==> config.mk <==
export PLATFORM = sky130hd
export DESIGN_NAME = mem_access_unit
export DESIGN_NICKNAME = d
export VERILOG_FILES = /design/src/rtl/mips_mem_pkg.sv /design/src/rtl/load_align_extend.sv /design/src/rtl/mem_access_unit.sv
export SDC_FILE = /design/constraint.sdc
export NUM_CORES = 1
export LEC_CHECK = 0
export BUFFER_PORTS_ARGS = -buffer_cell sky130_fd_sc_hd__buf_2
export CAP_MARGIN = 20
export CORE_ASPECT_RATIO = 0.7
export CORE_MARGIN = 2
export CORE_UTILIZATION = 52
export CTS_CLUSTER_DIAMETER = 120
export DETAILED_ROUTE_END_ITERATION = 10
export PLACE_DENSITY = 0.77
export SLEW_MARGIN = 30
export SYNTH_ARGS = -nofsm -noshare
export SYNTH_HDL_FRONTEND = slang
export SYNTH_SLANG_ARGS = --single-unit
==> constraint.sdc <==
create_clock -name clk -period 2.34 [get_ports clk]
set_input_delay 0.468 -clock clk [delete_from_list [all_inputs] [get_ports clk]]
set_output_delay 0.468 -clock clk [all_outputs]
set_load 0.1 [all_outputs]
==> src/rtl/mips_mem_pkg.sv <==
// Shared encodings for the MEM-stage access unit: access sizes, error codes
// and the FSM state type.
package mips_mem_pkg;

   localparam logic [1:0] SZ_BYTE = 2'd0;
   localparam logic [1:0] SZ_HALF = 2'd1;
   localparam logic [1:0] SZ_WORD = 2'd2;

   localparam logic [1:0] ERR_NONE     = 2'd0;
   localparam logic [1:0] ERR_MISALIGN = 2'd1;
   localparam logic [1:0] ERR_ILLEGAL  = 2'd2;
   localparam logic [1:0] ERR_TIMEOUT  = 2'd3;

   typedef enum logic [1:0] {
      ST_IDLE   = 2'd0,
      ST_ACCESS = 2'd1,
      ST_RESULT = 2'd2
   } state_t;

endpackage

==> src/rtl/load_align_extend.sv <==
// Selects the addressed byte/half lane of a little-endian read word and
// sign- or zero-extends it to 32 bits.
module load_align_extend
   import mips_mem_pkg::*;
(
   input  logic [31:0] rdata,
   input  logic [1:0]  addr,
   input  logic [1:0]  size,
   input  logic        zero_ext,
   output logic [31:0] data
);

   logic [7:0]  byte_lane;
   logic [15:0] half_lane;

   always_comb begin
      case (addr)
         2'd0:    byte_lane = rdata[7:0];
         2'd1:    byte_lane = rdata[15:8];
         2'd2:    byte_lane = rdata[23:16];
         default: byte_lane = rdata[31:24];
      endcase
      half_lane = addr[1] ? rdata[31:16] : rdata[15:0];

      case (size)
         SZ_BYTE: data = zero_ext ? {24'd0, byte_lane} : {{24{byte_lane[7]}}, byte_lane};
         SZ_HALF: data = zero_ext ? {16'd0, half_lane} : {{16{half_lane[15]}}, half_lane};
         default: data = rdata;
      endcase
   end

endmodule

==> src/rtl/mem_access_unit.sv <==
// MEM-stage initiator: takes one EX/MEM op at a time, drives a handshaked
// multi-cycle data memory and returns an aligned, extended result to MEM/WB.
module mem_access_unit
   import mips_mem_pkg::*;
#(
   parameter int ADDR_W  = 16,
   parameter int TIMEOUT = 15
) (
   input  logic              clk,
   input  logic              rst_n,
   input  logic              in_valid,
   output logic              in_ready,
   input  logic              in_mem_read,
   input  logic              in_mem_write,
   input  logic [1:0]        in_size,
   input  logic              in_unsigned,
   input  logic [31:0]       in_address,
   input  logic [31:0]       in_write_data,
   input  logic [4:0]        in_write_register,
   input  logic              in_mem_to_register,
   output logic              mem_req,
   output logic              mem_we,
   output logic [ADDR_W-1:0] mem_addr,
   output logic [3:0]        mem_byte_en,
   output logic [31:0]       mem_wdata,
   input  logic [31:0]       mem_rdata,
   input  logic              mem_ready,
   output logic              out_valid,
   output logic [31:0]       out_read_data,
   output logic [31:0]       out_alu_result,
   output logic [4:0]        out_write_register,
   output logic              out_mem_to_register,
   output logic [1:0]        out_error
);

   localparam int CNT_W = $clog2(TIMEOUT + 1);
   localparam logic [CNT_W-1:0] CNT_LAST = CNT_W'(TIMEOUT - 1);

   // Handshakes: an op transfers on a rising edge with in_valid && in_ready;
   // a memory request transfers on a rising edge with mem_req && mem_ready,
   // and mem_req plus its address/data/enables stay constant until then.
   state_t           state_q, state_d;
   logic [CNT_W-1:0] cnt_q, cnt_d;
   logic             start_req, req_drop, load_res;
   logic [31:0]      res_rdata, res_alu;
   logic [4:0]       res_wreg;
   logic             res_m2r;
   logic [1:0]       res_err;

   logic [31:0]      op_addr;
   logic [1:0]       op_size;
   logic             op_unsigned, op_read, op_m2r;
   logic [4:0]       op_wreg;

   logic             is_mem, illegal, misalign;
   logic [3:0]       req_be;
   logic [31:0]      req_wdata, aligned;

   load_align_extend u_align (
      .rdata    (mem_rdata),
      .addr     (op_addr[1:0]),
      .size     (op_size),
      .zero_ext (op_unsigned),
      .data     (aligned)
   );

   assign is_mem    = in_mem_read | in_mem_write;
   assign illegal   = (in_mem_read & in_mem_write) | (is_mem & (in_size == 2'd3));
   assign misalign  = ((in_size == SZ_HALF) & in_address[0]) |
                      ((in_size == SZ_WORD) & (in_address[1:0] != 2'd0));
   assign in_ready  = (state_q == ST_IDLE);
   assign out_valid = (state_q == ST_RESULT);

   // Store-lane placement; loads always fetch the full word.
   always_comb begin
      req_be    = 4'b1111;
      req_wdata = 32'd0;
      if (in_mem_write) begin
         case (in_size)
            SZ_BYTE: begin
               req_be    = 4'b0001 << in_address[1:0];
               req_wdata = {4{in_write_data[7:0]}};
            end
            SZ_HALF: begin
               req_be    = in_address[1] ? 4'b1100 : 4'b0011;
               req_wdata = {2{in_write_data[15:0]}};
            end
            default: req_wdata = in_write_data;
         endcase
      end
   end

   always_comb begin
      state_d   = state_q;
      cnt_d     = cnt_q;
      start_req = 1'b0;
      req_drop  = 1'b0;
      load_res  = 1'b0;
      res_rdata = 32'd0;
      res_alu   = 32'd0;
      res_wreg  = 5'd0;
      res_m2r   = 1'b0;
      res_err   = ERR_NONE;
      case (state_q)
         ST_IDLE: begin
            if (in_valid) begin
               res_alu = in_address;
               if (!is_mem) begin
                  state_d  = ST_RESULT;
                  load_res = 1'b1;
                  res_wreg = in_write_register;
                  res_m2r  = in_mem_to_register;
               end else if (illegal || misalign) begin
                  state_d  = ST_RESULT;
                  load_res = 1'b1;
                  res_err  = illegal ? ERR_ILLEGAL : ERR_MISALIGN;
               end else begin
                  state_d   = ST_ACCESS;
                  start_req = 1'b1;
                  cnt_d     = '0;
               end
            end
         end
         ST_ACCESS: begin
            res_alu = op_addr;
            if (mem_ready) begin
               state_d   = ST_RESULT;
               req_drop  = 1'b1;
               load_res  = 1'b1;
               res_rdata = op_read ? aligned : 32'd0;
               res_wreg  = op_wreg;
               res_m2r   = op_m2r;
            end else if (cnt_q == CNT_LAST) begin
               state_d  = ST_RESULT;
               req_drop = 1'b1;
               load_res = 1'b1;
               res_err  = ERR_TIMEOUT;
            end else begin
               cnt_d = cnt_q + CNT_W'(1);
            end
         end
         ST_RESULT: state_d = ST_IDLE;
         default:   state_d = ST_IDLE;
      endcase
   end

   always_ff @(posedge clk or negedge rst_n) begin
      if (!rst_n) state_q <= ST_IDLE;
      else        state_q <= state_d;
   end

   always_ff @(posedge clk or negedge rst_n) begin
      if (!rst_n) begin
         cnt_q               <= '0;
         mem_req             <= 1'b0;
         mem_we              <= 1'b0;
         mem_addr            <= '0;
         mem_byte_en         <= 4'd0;
         mem_wdata           <= 32'd0;
         op_addr             <= 32'd0;
         op_size             <= 2'd0;
         op_unsigned         <= 1'b0;
         op_read             <= 1'b0;
         op_wreg             <= 5'd0;
         op_m2r              <= 1'b0;
         out_read_data       <= 32'd0;
         out_alu_result      <= 32'd0;
         out_write_register  <= 5'd0;
         out_mem_to_register <= 1'b0;
         out_error           <= ERR_NONE;
      end else begin
         cnt_q <= cnt_d;
         if (start_req) begin
            mem_req     <= 1'b1;
            mem_we      <= in_mem_write;
            mem_addr    <= in_address[ADDR_W+1:2];
            mem_byte_en <= req_be;
            mem_wdata   <= req_wdata;
            op_addr     <= in_address;
            op_size     <= in_size;
            op_unsigned <= in_unsigned;
            op_read     <= in_mem_read;
            op_wreg     <= in_write_register;
            op_m2r      <= in_mem_to_register;
         end else if (req_drop) begin
            mem_req <= 1'b0;
         end
         // Result fields are only rewritten on entry to RESULT, so they hold between pulses.
         if (load_res) begin
            out_read_data       <= res_rdata;
            out_alu_result      <= res_alu;
            out_write_register  <= res_wreg;
            out_mem_to_register <= res_m2r;
            out_error           <= res_err;
         end
      end
   end

endmodule

==> reports/metrics.yaml <==
status: "finished clean"
grt_pass1_wl_um: 30700
drtIter0Drc: 407
leakagePower_nw: 5.00
fin_ws_ps: 338
fillCellCount: 1203
ys_ff_latch: 158
die_h_um: 105
syn_inst: 659
ys_top_cells_by_count: "dfrtp_1 (158), mux2_2 (97), nand2_1 (85), o21ai_0 (50), a22o_1 (32)"
ir_worst_vdd_uv: 876
seq_power_share_pct: 29.1
sw_frac_of_total_pct: 51.0
dpl_cell_area_um2: 8940
slew_viol_final: 0
slowest_delay_ps: 400
intPower_w: 0.00666
worstSetupPathType: "register to register"
min_period_ps: 2000
layout-drive-gt1-share_pct: 45.7
synth_area_um2: 7650
ys_warn_count: 0
cts_tree: "yes"
htreeDepth: 4
final_nets: 982
grt_start_max_net_pins: 83
cp.arrival_ps: 2300
cts.clk_slew.worst_paths_ps: 60
cts_inserted_buffers: 17
final_antenna_net_count: 0
finalWirelength_um: 19100
slowest_stage: "dfrtp_1"
place_hpwl_um: 13400
relSlewSlack_pct: 47.8
finalSetupTns_ps: 0
row_count: 37
dieWidth_um: 149
post_drt_wl_per_cell_um: 17.7
worstPathRequired_ps: 2640
finalSetupViolCount: 0
antenna_found_initial: 1
p_sw_w: 0.00694
max_freq_ghz: 0.499
skew_ps: 7.72
holdWs_ps: 296
num_antenna_cells: 0
syn_to_final_growth_pct: 25.5
ctsRootBufferMaster: "clkbuf_16"
overflow: 0
synth.most_common_cell: "dfrtp_1"
initial_core_util_pct: 52.6
power.total_w: 0.0136
cts_resized: 0
ios: 239
async_flop_share_pct: 100
seq_area_frac_synth_pct: 51.7
track_usage_pct: 25.1
core_um2: 14500
num_vias: 5953
drv_cap: 0
cts_buffer_depth: 2
timing.final.crit_share_pct: 85.6
synth_top_area_share_pct: 51.7
startpoint_type: "register"
dp_slack_ps: 320
dr.pass1.iters: 4
worstMarginPinSlew_ps: 778
synth-main-ff-cell: "dfrtp_1"
die_area_um2: 15700
viasPerCell: 5.53
cp_max_fo: 30
final_area_um2: 9600
p_clk_share_pct: 22.1
synth_edf_count: 0
drc: 0
synth_cell_types: 42
crit_chain: "inv_1 -> ha_1 -> and3_1 -> o21a_1 -> a21oi_4 -> buf_12 -> mux2_2"
grt_pass1_vias: 5802
synth_area_per_cell_um2: 11.6
synth_top_area_cell: "dfrtp_1"
portBuffers: 238
gp_congestion: 0.844
insertion_delay_ps: 420
cts.sinks: 158
grt_setup_unrepaired: "no"
hold_viol_final: 0
synthTopCellsByArea: "dfrtp_1 (52%), mux2_2 (14%), nand2_1 (4.2%), a221o_1 (3.9%), a22o_1 (3.7%)"
hold_path.class: "primary input to register"
combPwrFrac_pct: 48.9
powerDensity_nw_per_um2: 1420
end_kind: "register"
synth_nets: 772
[cells in the final DEF (no fill, tap or decap), types with 2 or more instances in the layout]
| master | synthesis | final |
|---|---|---|
| nand3_1 | 5 | 5 |
| clkinv_4 | 0 | 2 |
| nor2_2 | 0 | 2 |
| buf_4 | 16 | 14 |
| clkinvlp_4 | 0 | 3 |
| nor2_1 | 8 | 6 |
| xor2_1 | 4 | 4 |
| a21o_1 | 9 | 9 |
| mux4_2 | 8 | 8 |
| nand2b_1 | 5 | 5 |
| o21ai_0 | 50 | 50 |
| a21oi_1 | 4 | 4 |
| a22o_1 | 32 | 32 |
| ha_1 | 2 | 2 |
| buf_2 | 18 | 237 |
| a221oi_1 | 8 | 8 |
| inv_1 | 22 | 22 |
| and3_1 | 7 | 7 |
| a221o_1 | 30 | 30 |
| o2bb2ai_1 | 8 | 8 |
| bufinv_16 | 0 | 4 |
| inv_6 | 0 | 4 |
| a31oi_1 | 2 | 2 |
| nor3_1 | 11 | 11 |
| buf_12 | 0 | 6 |
| mux2i_1 | 10 | 10 |
| o22ai_1 | 8 | 8 |
| nor2b_1 | 3 | 3 |
| dfrtp_1 | 158 | 158 |
| nand2_1 | 85 | 85 |
| mux2_2 | 97 | 97 |
| clkbuf_16 | 0 | 17 |
[power by group through the flow]
stage,registers (W),logic (W),clock network (W)
6_report,0.00396,0.00664,0.00300
5_1_grt,0.00405,0.00690,0.00320
4_1_cts,0.00395,0.00667,0.00304
3_5_place_dp,0.00399,0.00666,0
3_3_place_gp,0.00396,0.00661,0
2_1_floorplan,0.00707,0.00255,0
[metrics by stage]
| stage | util [%] | std cells |
|---|---|---|
| floorplan | - | 659 |
| global placement | 61.5 | 1044 |
| detailed placement | 61.5 | 1044 |
| CTS | 66.0 | 1077 |
| global route | 66.0 | 1077 |
| finish | 66.0 | 1077 |
[cell type report]
| class | count | area, um^2 | share of cell area (%) |
|---|---|---|---|
| inverter | 22 | 82.6 | 0.860 |
| sequential | 158 | 3950 | 41.2 |
| multi-input combinational | 411 | 3240 | 33.8 |
| clock inverter | 14 | 206 | 2.15 |
| timing repair buffer | 259 | 1430 | 14.9 |
| tap | 195 | 244 | 2.54 |
| clock buffer | 18 | 439 | 4.58 |
[flip-flops by register name, summed over array words and instances (netlist names)]
| register | cells |
|---|---|
| mem_wdata | 32 |
| out_alu_result | 32 |
| out_read_data | 32 |
| op_addr | 17 |
| mem_addr | 15 |
| op_wreg | 5 |
| out_write_register | 5 |
| cnt_q | 4 |
| mem_byte_en | 4 |
| op_size | 2 |
| out_error | 2 |
| state_q | 2 |
| mem_req | 1 |
| mem_we | 1 |
| op_m2r | 1 |
| op_read | 1 |
| op_unsigned | 1 |
| out_mem_to_register | 1 |
[repair_timing]
action,4_1_cts,5_1_grt
endpoints found under the hold margin,39,0
setup buffers,0,0
hold buffers,1,0
[per-layer routing]
| metal | wire (um) | up-vias | global-route usage, % |
|---|---|---|---|
| met5 | 0 | - | 0 |
| met3 | 1600 | 28 | 7.01 |
| met2 | 8640 | 220 | 37.4 |
| met4 | 377 | 0 | 9.25 |
| li1 | - | 2803 | - |
| met1 | 8460 | 2902 | 35.1 |
[worst paths after layout]
check                                        from  slack (ps)  cells after the start                  to
worst min-delay path                  in_unsigned         300                      2         op_unsigned
min in group asynchronous                   rst_n         550                      2   out_read_data[24]
worst min register to register  out_read_data[13]         470                      1   out_read_data[13]
worst max-delay path                     cnt_q[0]         340                      7  out_alu_result[13]
max in group asynchronous                   rst_n        1160                      3  out_alu_result[27]
worst max register to register           cnt_q[0]         340                      7  out_alu_result[13]
[critical path, delay by kind of cell (launching register included)]
| family | cells | cell delay [ps] |
|---|---|---|
| flip-flops | 1 | 400 |
| AO/OA/AOI/OAI | 2 | 410 |
| adder cells (fa/ha/maj) | 1 | 200 |
| multiplexers | 1 | 370 |
| AND/OR/NAND/NOR | 1 | 200 |
| buffers and inverters | 2 | 290 |
[kinds of logic after synthesis]
kind of cell               Yosys count  share of synthesized area, %
AOI/OAI and AO/OA                  158                          15.7
xor gates and xnor gates             4                         0.458
adders and majority gates            2                         0.327
buffers and inverters               90                          5.99
DFF                                158                          51.7
muxes                              116                          18.1
and+or+nand+nor                    131                          7.76
No activity file was read; power rests on OpenSTA's default activity.
